`src/rtl/mb_rtu_pkg.sv`:
```
// -----------------------------------------------------------------------------
// mb_rtu_pkg
// Shared definitions for the Modbus RTU master poll scheduler:
//   - one-hot FSM state encoding (6 bits)
//   - Modbus function-code constants
//   - default silent-gap / watchdog cycle counts (50 MHz, 9600 baud)
//   - saturating 16-bit increment helper
// -----------------------------------------------------------------------------
package mb_rtu_pkg;

    typedef enum logic [5:0] {
        ST_IDLE    = 6'b000001,
        ST_SELECT  = 6'b000010,
        ST_LAUNCH  = 6'b000100,
        ST_WAIT_TX = 6'b001000,
        ST_WAIT_RX = 6'b010000,
        ST_GAP     = 6'b100000
    } poll_state_e;

    localparam logic [7:0] FC_READ_HOLD   = 8'h03;
    localparam logic [7:0] FC_WRITE_MULTI = 8'h10;

    // 3.5 character times at 9600 baud, and 100 ms, both at 50 MHz
    localparam int unsigned DEF_GAP_CYCLES     = 32'd200000;
    localparam int unsigned DEF_TIMEOUT_CYCLES = 32'd5000000;

    // Increment that sticks at all-ones instead of wrapping
    function automatic logic [15:0] sat_inc16(input logic [15:0] v);
        logic [15:0] r;
        if (v == 16'hFFFF) begin
            r = v;
        end else begin
            r = v + 16'd1;
        end
        return r;
    endfunction

endpackage

```
`src/rtl/mb_poll_table.sv`:
```
// -----------------------------------------------------------------------------
// mb_poll_table
// Poll-table register file. One synchronous write port driven by the host
// configuration strobe, one combinational read port addressed by the
// scheduler, and the packed vector of entry-enable bits.
// Ports:
//   clk, rst_n            clock, async active-low reset (clears every entry)
//   cfg_we/cfg_idx        write strobe and entry index
//   cfg_valid/fun/addr/num entry contents
//   rd_idx                read index
//   rd_fun/addr/num       contents of entry rd_idx
//   valid_vec             enable bit of every entry
// -----------------------------------------------------------------------------
module mb_poll_table #(
    parameter int ENTRIES = 4,
    parameter int IDX_W   = 2
) (
    input  logic               clk,
    input  logic               rst_n,
    input  logic               cfg_we,
    input  logic [IDX_W-1:0]   cfg_idx,
    input  logic               cfg_valid,
    input  logic [7:0]         cfg_fun,
    input  logic [15:0]        cfg_addr,
    input  logic [15:0]        cfg_num,
    input  logic [IDX_W-1:0]   rd_idx,
    output logic [7:0]         rd_fun,
    output logic [15:0]        rd_addr,
    output logic [15:0]        rd_num,
    output logic [ENTRIES-1:0] valid_vec
);

    logic [ENTRIES-1:0] valid_r;
    logic [7:0]         fun_r  [ENTRIES];
    logic [15:0]        addr_r [ENTRIES];
    logic [15:0]        num_r  [ENTRIES];

    // Table storage: cleared on reset, one entry written per cfg_we
    always_ff @(posedge clk or negedge rst_n) begin
        if (!rst_n) begin
            valid_r <= '0;
            for (int i = 0; i < ENTRIES; i++) begin
                fun_r[i]  <= 8'h00;
                addr_r[i] <= 16'h0000;
                num_r[i]  <= 16'h0000;
            end
        end else if (cfg_we) begin
            valid_r[cfg_idx] <= cfg_valid;
            fun_r[cfg_idx]   <= cfg_fun;
            addr_r[cfg_idx]  <= cfg_addr;
            num_r[cfg_idx]   <= cfg_num;
        end
    end

    assign rd_fun    = fun_r[rd_idx];
    assign rd_addr   = addr_r[rd_idx];
    assign rd_num    = num_r[rd_idx];
    assign valid_vec = valid_r;

endmodule

```
`src/rtl/mb_rtu_poll_sched.sv`:
```
// -----------------------------------------------------------------------------
// mb_rtu_poll_sched
// Modbus RTU master poll scheduler. Walks the poll table round-robin, launches
// one request per valid entry towards the RTU transmitter, waits for TX done
// and then for the slave response (or a watchdog timeout), and enforces the
// RTU silent gap before the next launch.
// Build option: define MB_POLL_RETRY_EN to retry a failed entry up to
// MAX_RETRY times before reporting it as failed.
// Ports:
//   clk, rst_n                   clock, async active-low reset
//   poll_en                      level enable for continuous polling
//   cfg_we/idx/valid/fun/addr/num poll-table write port
//   tx_en_pulse                  one-cycle frame launch
//   mb_fun/mb_addr/mb_num        latched request fields, valid the cycle
//                                before tx_en_pulse and held until the
//                                next entry is selected
//   tx_done, rx_done, rx_ok      transmitter / receiver completion
//   busy                         scheduler not idle
//   cur_idx                      entry in flight
//   entry_ok / entry_fail        one-cycle outcome pulses
//   fail_cnt                     saturating count of entry_fail pulses
// All outputs are flop outputs; event pulses appear one cycle after the
// state-machine event that causes them.
// -----------------------------------------------------------------------------
module mb_rtu_poll_sched
    import mb_rtu_pkg::*;
#(
    parameter int          ENTRIES        = 4,
    parameter int          IDX_W          = 2,
    parameter int unsigned GAP_CYCLES     = DEF_GAP_CYCLES,
    parameter int unsigned TIMEOUT_CYCLES = DEF_TIMEOUT_CYCLES,
    parameter int unsigned MAX_RETRY      = 2
) (
    input  logic             clk,
    input  logic             rst_n,
    input  logic             poll_en,
    input  logic             cfg_we,
    input  logic [IDX_W-1:0] cfg_idx,
    input  logic             cfg_valid,
    input  logic [7:0]       cfg_fun,
    input  logic [15:0]      cfg_addr,
    input  logic [15:0]      cfg_num,
    output logic             tx_en_pulse,
    output logic [7:0]       mb_fun,
    output logic [15:0]      mb_addr,
    output logic [15:0]      mb_num,
    input  logic             tx_done,
    input  logic             rx_done,
    input  logic             rx_ok,
    output logic             busy,
    output logic [IDX_W-1:0] cur_idx,
    output logic             entry_ok,
    output logic             entry_fail,
    output logic [15:0]      fail_cnt
);

    poll_state_e        state_r, state_nxt_s;
    logic [31:0]        cnt_r;
    logic [IDX_W-1:0]   ptr_r, cur_idx_r, sel_idx_s;
    logic [ENTRIES-1:0] valid_vec_s;
    logic [7:0]         rd_fun_s, mb_fun_r;
    logic [15:0]        rd_addr_s, rd_num_s, mb_addr_r, mb_num_r, fail_cnt_r;
    logic               tx_en_r, entry_ok_r, entry_fail_r, busy_r;
    logic               ld_entry_s, ok_s, fail_evt_s, gap_end_s;
    logic               retry_now_s, retry_pend_s, retry_go_s;

    mb_poll_table #(
        .ENTRIES (ENTRIES),
        .IDX_W   (IDX_W)
    ) u_table (
        .clk       (clk),
        .rst_n     (rst_n),
        .cfg_we    (cfg_we),
        .cfg_idx   (cfg_idx),
        .cfg_valid (cfg_valid),
        .cfg_fun   (cfg_fun),
        .cfg_addr  (cfg_addr),
        .cfg_num   (cfg_num),
        .rd_idx    (sel_idx_s),
        .rd_fun    (rd_fun_s),
        .rd_addr   (rd_addr_s),
        .rd_num    (rd_num_s),
        .valid_vec (valid_vec_s)
    );

    // SELECT scans ptr, ptr+1, ... using the low bits of the state counter
    assign sel_idx_s  = ptr_r + cnt_r[IDX_W-1:0];
    // A pending retry relaunches only while polling is still enabled
    assign retry_go_s = retry_pend_s & poll_en;

    // State register
    always_ff @(posedge clk or negedge rst_n) begin
        if (!rst_n) begin
            state_r <= ST_IDLE;
        end else begin
            state_r <= state_nxt_s;
        end
    end

    // Next-state and event decode
    always_comb begin
        state_nxt_s = state_r;
        ld_entry_s  = 1'b0;
        ok_s        = 1'b0;
        fail_evt_s  = 1'b0;
        gap_end_s   = 1'b0;
        case (state_r)
            ST_IDLE: begin
                if (poll_en) begin
                    state_nxt_s = ST_SELECT;
                end else begin
                    state_nxt_s = ST_IDLE;
                end
            end
            ST_SELECT: begin
                if (valid_vec_s[sel_idx_s]) begin
                    ld_entry_s  = 1'b1;
                    state_nxt_s = ST_LAUNCH;
                end else if (cnt_r == 32'(ENTRIES - 1)) begin
                    state_nxt_s = ST_IDLE;
                end else begin
                    state_nxt_s = ST_SELECT;
                end
            end
            ST_LAUNCH: begin
                state_nxt_s = ST_WAIT_TX;
            end
            ST_WAIT_TX: begin
                if (tx_done) begin
                    state_nxt_s = ST_WAIT_RX;
                end else if (cnt_r == TIMEOUT_CYCLES - 32'd1) begin
                    fail_evt_s  = 1'b1;
                    state_nxt_s = ST_GAP;
                end else begin
                    state_nxt_s = ST_WAIT_TX;
                end
            end
            ST_WAIT_RX: begin
                // A response arriving on the timeout cycle takes priority
                if (rx_done) begin
                    ok_s        = rx_ok;
                    fail_evt_s  = ~rx_ok;
                    state_nxt_s = ST_GAP;
                end else if (cnt_r == TIMEOUT_CYCLES - 32'd1) begin
                    fail_evt_s  = 1'b1;
                    state_nxt_s = ST_GAP;
                end else begin
                    state_nxt_s = ST_WAIT_RX;
                end
            end
            ST_GAP: begin
                if (cnt_r == GAP_CYCLES - 32'd1) begin
                    gap_end_s = 1'b1;
                    if (retry_go_s) begin
                        state_nxt_s = ST_LAUNCH;
                    end else if (poll_en) begin
                        state_nxt_s = ST_SELECT;
                    end else begin
                        state_nxt_s = ST_IDLE;
                    end
                end else begin
                    state_nxt_s = ST_GAP;
                end
            end
            default: begin
                state_nxt_s = ST_IDLE;
            end
        endcase
    end

    // Shared timer / gap / scan counter, cleared on every state entry
    always_ff @(posedge clk or negedge rst_n) begin
        if (!rst_n) begin
            cnt_r <= 32'd0;
        end else if (state_nxt_s != state_r) begin
            cnt_r <= 32'd0;
        end else begin
            cnt_r <= cnt_r + 32'd1;
        end
    end

`ifdef MB_POLL_RETRY_EN
    logic [7:0] retry_r;
    logic       retry_pend_r;

    assign retry_now_s  = fail_evt_s & (retry_r < 8'(MAX_RETRY));
    assign retry_pend_s = retry_pend_r;

    // Per-transaction retry bookkeeping; cleared once the entry is left
    always_ff @(posedge clk or negedge rst_n) begin
        if (!rst_n) begin
            retry_r      <= 8'd0;
            retry_pend_r <= 1'b0;
        end else if (retry_now_s) begin
            retry_r      <= retry_r + 8'd1;
            retry_pend_r <= 1'b1;
        end else if (ok_s || (gap_end_s && !retry_go_s)) begin
            retry_r      <= 8'd0;
            retry_pend_r <= 1'b0;
        end else if (gap_end_s) begin
            retry_pend_r <= 1'b0;
        end
    end
`else
    assign retry_now_s  = 1'b0;
    assign retry_pend_s = 1'b0;
`endif

    // Registered outputs, request latch and round-robin pointer
    always_ff @(posedge clk or negedge rst_n) begin
        if (!rst_n) begin
            tx_en_r      <= 1'b0;
            entry_ok_r   <= 1'b0;
            entry_fail_r <= 1'b0;
            busy_r       <= 1'b0;
            fail_cnt_r   <= 16'h0000;
            mb_fun_r     <= 8'h00;
            mb_addr_r    <= 16'h0000;
            mb_num_r     <= 16'h0000;
            cur_idx_r    <= '0;
            ptr_r        <= '0;
        end else begin
            tx_en_r      <= (state_r == ST_LAUNCH);
            entry_ok_r   <= ok_s;
            entry_fail_r <= fail_evt_s & ~retry_now_s;
            busy_r       <= (state_nxt_s != ST_IDLE);
            if (fail_evt_s && !retry_now_s) begin
                fail_cnt_r <= sat_inc16(fail_cnt_r);
            end
            if (ld_entry_s) begin
                mb_fun_r  <= rd_fun_s;
                mb_addr_r <= rd_addr_s;
                mb_num_r  <= rd_num_s;
                cur_idx_r <= sel_idx_s;
            end
            if (gap_end_s && !retry_go_s) begin
                ptr_r <= cur_idx_r + IDX_W'(1);
            end
        end
    end

    assign tx_en_pulse = tx_en_r;
    assign entry_ok    = entry_ok_r;
    assign entry_fail  = entry_fail_r;
    assign busy        = busy_r;
    assign fail_cnt    = fail_cnt_r;
    assign mb_fun      = mb_fun_r;
    assign mb_addr     = mb_addr_r;
    assign mb_num      = mb_num_r;
    assign cur_idx     = cur_idx_r;

endmodule
```
`config.mk`:
```
export PLATFORM = sky130hd
export DESIGN_NAME = mb_rtu_poll_sched
export DESIGN_NICKNAME = d
export VERILOG_FILES = /design/src/rtl/mb_rtu_pkg.sv /design/src/rtl/mb_poll_table.sv /design/src/rtl/mb_rtu_poll_sched.sv
export SDC_FILE = /design/constraint.sdc
export NUM_CORES = 1
export LEC_CHECK = 0
export ABC_AREA = 1
export ABC_CLOCK_PERIOD_IN_PS = 2300
export BUFFER_PORTS_ARGS = -buffer_cell sky130_fd_sc_hd__buf_4
export CORE_MARGIN = 5
export CORE_UTILIZATION = 60
export CTS_CLUSTER_DIAMETER = 60
export DETAILED_ROUTE_END_ITERATION = 8
export PLACE_DENSITY_LB_ADDON = 0.2
export SETUP_SLACK_MARGIN = 0.5
export SLEW_MARGIN = 20
export SYNTH_ARGS = -nofsm -noshare
export SYNTH_HDL_FRONTEND = slang
export SYNTH_SLANG_ARGS = --single-unit
```
`constraint.sdc`:
```
create_clock -name clk -period 2.3 [get_ports clk]
set_clock_uncertainty 0.1 [all_clocks]
set_input_delay 0.23 -clock clk [delete_from_list [all_inputs] [get_ports clk]]
set_output_delay 0.23 -clock clk [all_outputs]
set_load 0.02 [all_outputs]
```
Word-level counts from Yosys, hierarchy flattened
Index checks and enable logic that the tools add are counted.

storage, ports and cells
  flip-flop bits (word level) = 266
  latch bits = 0
  memory bits (writable) = 0
  ROM bits = 0
  output and inout port bits = 62
  word-level logic and storage cells = 95
  memories kept = 0

cells by class
  $add $sub $neg = 4
  $mul = 0
  divide/modulo/power cells = 0
  $lt $le $gt $ge = 6
  equality and inequality tests = 12
  shift operators = 0
  multiplexer cells = 41
  bitwise gates (word level) = 4
  reductions and logical operators = 3

operators with widths
  operator                 number
  $bwmux W64               2
  $mux W16                 5
  $bmux W16 S2             2
  $pmux W6 S6              1
  $add A32 B1 Y32 const B  1
  $bwmux W32               1
  $demux W16 S2            1
  $eq A32 B18 Y1 const B   1
  $eq A32 B2 Y1 const B    1
  $eq A32 B23 Y1 const B   1
  $mux W32                 1
  $mux W6                  5
  $mux W8                  3
  $add A16 B1 Y16 const B  1
  $bmux W8 S2              1
  $demux W8 S2             1
  $eq A16 B16 Y1 const B   1
  $mux W1                  11
  $eq A6 B1 Y1 const B     1
  $eq A6 B2 Y1 const B     1
  $eq A6 B3 Y1 const B     1
  $eq A6 B4 Y1 const B     1
  $eq A6 B5 Y1 const B     1
  $eq A6 B6 Y1 const B     1
  18 further kinds         24

Logic depth before layout (Yosys ltp)
  depth after elaboration = 7
  mapped depth = 15

Hierarchy
Synthesis repeated with hierarchy kept, for this count alone.

unflattened totals
  cells, all modules = 1887
  area total of the unflattened synthesis = 14381.3 µm²

modules (own cells, without submodules)
  module             times used  cells an instance  area each (µm²)
  mb_poll_table      1           1187               8709.6
  mb_rtu_poll_sched  1           700                5671.7

Worst setup path before layout
OpenSTA, ideal clock, no wires.

  kind = register to register
  start = register cnt_r[0]
  end = register cnt_r[19]
  library setup time = 0.071 ns
  data arrival time = 1.956 ns
  data required time = 2.129 ns
  setup slack = 0.173 ns
  stages on the path, launching flop included = 15
  path buffers = 2
  path through = dfrtp_1 -> ha_1 -> inv_1 -> buf_2 -> nand2_1 -> nand2_1 -> nand2_1 -> nand3_1 -> nor2_1 -> nor2_1 -> nand3_1 -> a21oi_4 -> nand2_4 -> buf_6 -> nor2_1

between the ends
  word-level cells in the longest chain between the ends = 7
  elaborated cells between the ends (all ways) = 17
  those cells by class = add/sub: 2; eq/ne: 4; mux: 11

RTL lines
  element                        RTL line                  source
  start, declared                mb_rtu_poll_sched.sv:58   logic [31:0] cnt_r;
  start signal, assigned         mb_rtu_poll_sched.sv:178  cnt_r <= cnt_r + 32'd1;
  $add A2 B2 Y2                  mb_rtu_poll_sched.sv:87   assign sel_idx_s = ptr_r + cnt_r[IDX_W-1:0];
  via sel_idx_s[0]               mb_rtu_poll_sched.sv:59   logic [IDX_W-1:0] ptr_r, cur_idx_r, sel_idx_s;
  $bmux W1 S2                    mb_rtu_poll_sched.sv:116  if (valid_vec_s[sel_idx_s]) begin
  $mux W1 (not written as such)  mb_rtu_poll_sched.sv:116
  $mux W3                        mb_rtu_poll_sched.sv:116
  $pmux W6 S6                    mb_rtu_poll_sched.sv:107  case (state_r)
  $ne A6 B6 Y1                   mb_rtu_poll_sched.sv:175  end else if (state_nxt_s != state_r) begin
  $mux W32                       mb_rtu_poll_sched.sv:175

The timed path passes the listed nets, and every way through them passes these cells. The select of a mux whose other input is x is not followed.
A chain may end at the register's enable or synchronous reset.

Worst setup path after layout
  start = register cnt_r[0]
  end = register cnt_r[19]

between the ends
  word-level cells in the longest chain between the ends = 7
  elaborated cells between the ends (all ways) = 17
  those cells by class = add/sub: 2; eq/ne: 4; mux: 11

RTL lines
  element                        RTL line
  $add A2 B2 Y2                  mb_rtu_poll_sched.sv:87
  $bmux W1 S2                    mb_rtu_poll_sched.sv:116
  $mux W1 (not written as such)  mb_rtu_poll_sched.sv:116
  $mux W3                        mb_rtu_poll_sched.sv:116
  $pmux W6 S6                    mb_rtu_poll_sched.sv:107
  $ne A6 B6 Y1                   mb_rtu_poll_sched.sv:175
  $mux W32 *                     mb_rtu_poll_sched.sv:175

Mark *: on every way between the ends. The rest lies on a longest branch, timed or not. The select of a mux whose other input is x is not followed.

==> impl_metrics.toml <==
[yosys]
syn_nets = 1566
syn_inst = 1513
synth.avg_cell_area_um2 = 8.12
ys.warnings.count = 0
yosysUniqueCellTypes = 31
synth_edf_count = 0
synth_largest_area_cell = "dfrtp_1"
netlist_area_um2 = 12300
synthTopCellsByArea = "dfrtp_1, nand2_1, o21ai_0, nor2_1, inv_1"
async_reset_ff_frac = 1.00
ys.flop_type = "dfrtp_1"
yosysSeqAreaShare = 0.542
ys_ff_latch = 266
synthDominantCellAreaShare = 0.539
netlist_top_cells_count = "nand2_1, o21ai_0, dfrtp_1"
synth_most_common_cell = "nand2_1"

[clocking]
cts-root-buf = "clkbuf_16"
cts_tree = "done"
numCtsBuffers = 29
clk_latency_ns = 0.56
clock_path_buffers = 3
ctsHtreeMaxLevel = 1
cts.sinks = 266
clk_pin_slew_ns = 0.06

[sta]
max_freq_mhz = 449
slew_violations = 0
tightest_slew_ns = 0.631
setup_viol = 0
fin_crit_sh = 0.969
hold_viol_final = 0
fin_tns_setup_ns = 0
period_minus_slack_ns = 2.23
slew_headroom = 0.579
grt_setup_unrepaired = "true"

[drt]
vias_per_cell = 5.55
drc = 0
drtIter0Drc = 970
vias = 11000
drtPass1Iterations = 6
wl_per_cell_um = 16.6
finalWirelength_um = 33100
final_antenna_net_count = 0

[die]
die_y_um = 153
row_count = 52
ioPinCount = 112
die_w_um = 153
core_um2 = 20200
start_util = 0.608
dieArea_um2 = 23500

[worst_setup_path]
rr_worst_depth = 10
r2r-start = "cnt_r[0]$_DFF_PN0_"
cp-start-kind = "flip-flop"
worstSetupEndpointType = "flip-flop"
crit_arrival_ns = 2.56
timing.rr.end = "cnt_r[19]$_DFF_PN0_"
critPathMaxFanout = 5
worstSetupPathType = "flip-flop to flip-flop"
r2r_slack_ns = 0.07
cp.required_ns = 2.63

[global_route]
antenna_found_initial = 0
grt_pass1_wl_um = 53300
grt_use_total = 0.271
use_met2 = 0.448
use_met3 = 0.0416
top_usage_layer = "met2"
grt_max_degree = 83
grt.met1_usage = 0.373
grt_overflow = 0
first_global_vias = 10900

[finish]
final_area_um2 = 15800
fin_cells = 1988
fin_util = 0.783
syn2layout_area_growth_pct = 28.8
diodes = 0
drive_gt1_frac = 0.195
final_nets = 1748

[placed_design]
place.gp.congestion = 0.926
place_area_um2 = 13500
hpwl_um = 17500
port_buffers = 111
dp.cells = 1845

[power]
finalPower_mw = 16.1
power_density_nw_per_um2 = 1010
vdd_drop_max_v = 0.000732
leakage_nw = 7.72

[flow_run]
drv_cap = 0

[worst_hold_path]
hold_path.class = "primary input to async pin"

[run_status]
status = "finished clean"
[registers in the layout (all words and copies together), names as in the netlist]
signal	count
fail_cnt	16
state_r	6
mb_addr	16
mb_fun	8
mb_num	16
tx_en_pulse	1
cur_idx	2
busy	1
u_table.fun_r	32
u_table.addr_r	64
u_table.num_r	64
u_table.valid_vec	4
cnt_r	32
ptr_r	2
entry_ok	1
entry_fail	1
[stage by stage]
step / setup WS [ns] / hold WS (ns)
after floorplan: 0.287 / -0.166
after global placement: 0.133 / 0.121
after detailed placement: 0.0242 / 0.129
after CTS: 0.153 / 0.151
after global routing: -0.0300 / 0.177
final: 0.0722 / 0.132
[critical path, cell delays in order (launching register included)]
cell	delay, ns
dfrtp_2	0.44
buf_4	0.15
nand2_1	0.06
nor2_2	0.17
nand3_2	0.17
nor2_2	0.20
inv_2	0.05
or3_1	0.36
nor2_1	0.14
xor2_1	0.20
nor2_1	0.07
[metal layers]
metal  up-vias  part of all wire
li1       5183                 -
met1      5319              0.41
met2       457              0.49
met3        71             0.068
met4         0             0.030
met5         -                 0
[report_power, final]
group | internal (mW) | switching (mW) | total, mW
clock network | 2.83 | 1.93 | 4.76
registers | 5.55 | 0.570 | 6.12
logic | 2.09 | 3.11 | 5.20
[what timing repair did]
action	CTS	global route
pin swaps	13	12
gates cloned	8	4
buffers inserted	15	15
hold buffers	47	0
endpoints found under the hold margin	285	0
endpoints found under the setup margin	92	96
resized for setup	40	61
[cell families after synthesis]
family / Yosys count / synth area share
flops: 266 / 0.542
xor+xnor: 40 / 0.0285
fa+ha+maj: 3 / 0.00305
compound gates: 303 / 0.125
buf+inv: 189 / 0.0609
simple gates: 712 / 0.241
[how the worst max path moves through the flow]
stage                            start             endpoint  slack [ns]  cells after the start
finish              cnt_r[0]$_DFF_PN0_  cnt_r[19]$_DFF_PN0_        0.07                     10
global route        cnt_r[0]$_DFF_PN0_  cnt_r[14]$_DFF_PN0_       -0.03                     14
CTS                 cnt_r[0]$_DFF_PN0_  cnt_r[19]$_DFF_PN0_        0.15                     12
detailed placement  cnt_r[0]$_DFF_PN0_  cnt_r[20]$_DFF_PN0_        0.02                     14
global placement    cnt_r[0]$_DFF_PN0_  cnt_r[26]$_DFF_PN0_        0.13                     15
floorplan           cnt_r[0]$_DFF_PN0_  cnt_r[19]$_DFF_PN0_        0.29                     13
[area by class of cell]
cell class              instances  area, um^2
clock inverters                12         141
fillers                      1351        4400
well taps                     270         338
repair inverters                1        7.51
multi-input cells            1058        5170
clock buffers                  42         855
repair buffers                223        2220
inverters                     116         442
flip-flops and latches        266        6660
[cells in the final DEF, fill, tap and decap left out, types with 2 or more instances in the layout]
| cell | instances |
|---|---|
| clkinvlp_4 | 2 |
| dfrtp_2 | 2 |
| nand2_4 | 4 |
| buf_4 | 145 |
| xnor2_1 | 5 |
| bufinv_16 | 2 |
| dlygate4sd3_1 | 47 |
| nor2_2 | 29 |
| buf_6 | 2 |
| clkbuf_16 | 33 |
| nand3_4 | 3 |
| o21ai_1 | 9 |
| clkinv_2 | 6 |
| buf_12 | 13 |
| nand2_1 | 432 |
| o21ai_0 | 289 |
| nand2_2 | 21 |
| ha_4 | 2 |
| nand3_2 | 10 |
| nor2_1 | 129 |
| clkbuf_8 | 10 |
| o21ai_2 | 2 |
| nand4_1 | 15 |
| inv_2 | 8 |
| dfrtp_1 | 263 |
| nor2_4 | 24 |
| buf_8 | 2 |
| xor2_1 | 35 |
| nand3b_1 | 2 |
| nor3_1 | 21 |
| nand3_1 | 16 |
| buf_16 | 7 |
| inv_1 | 106 |
| clkbuf_1 | 5 |
| nor4_1 | 4 |
| inv_8 | 2 |
Note: power is estimated with default switching activity, not from simulation.
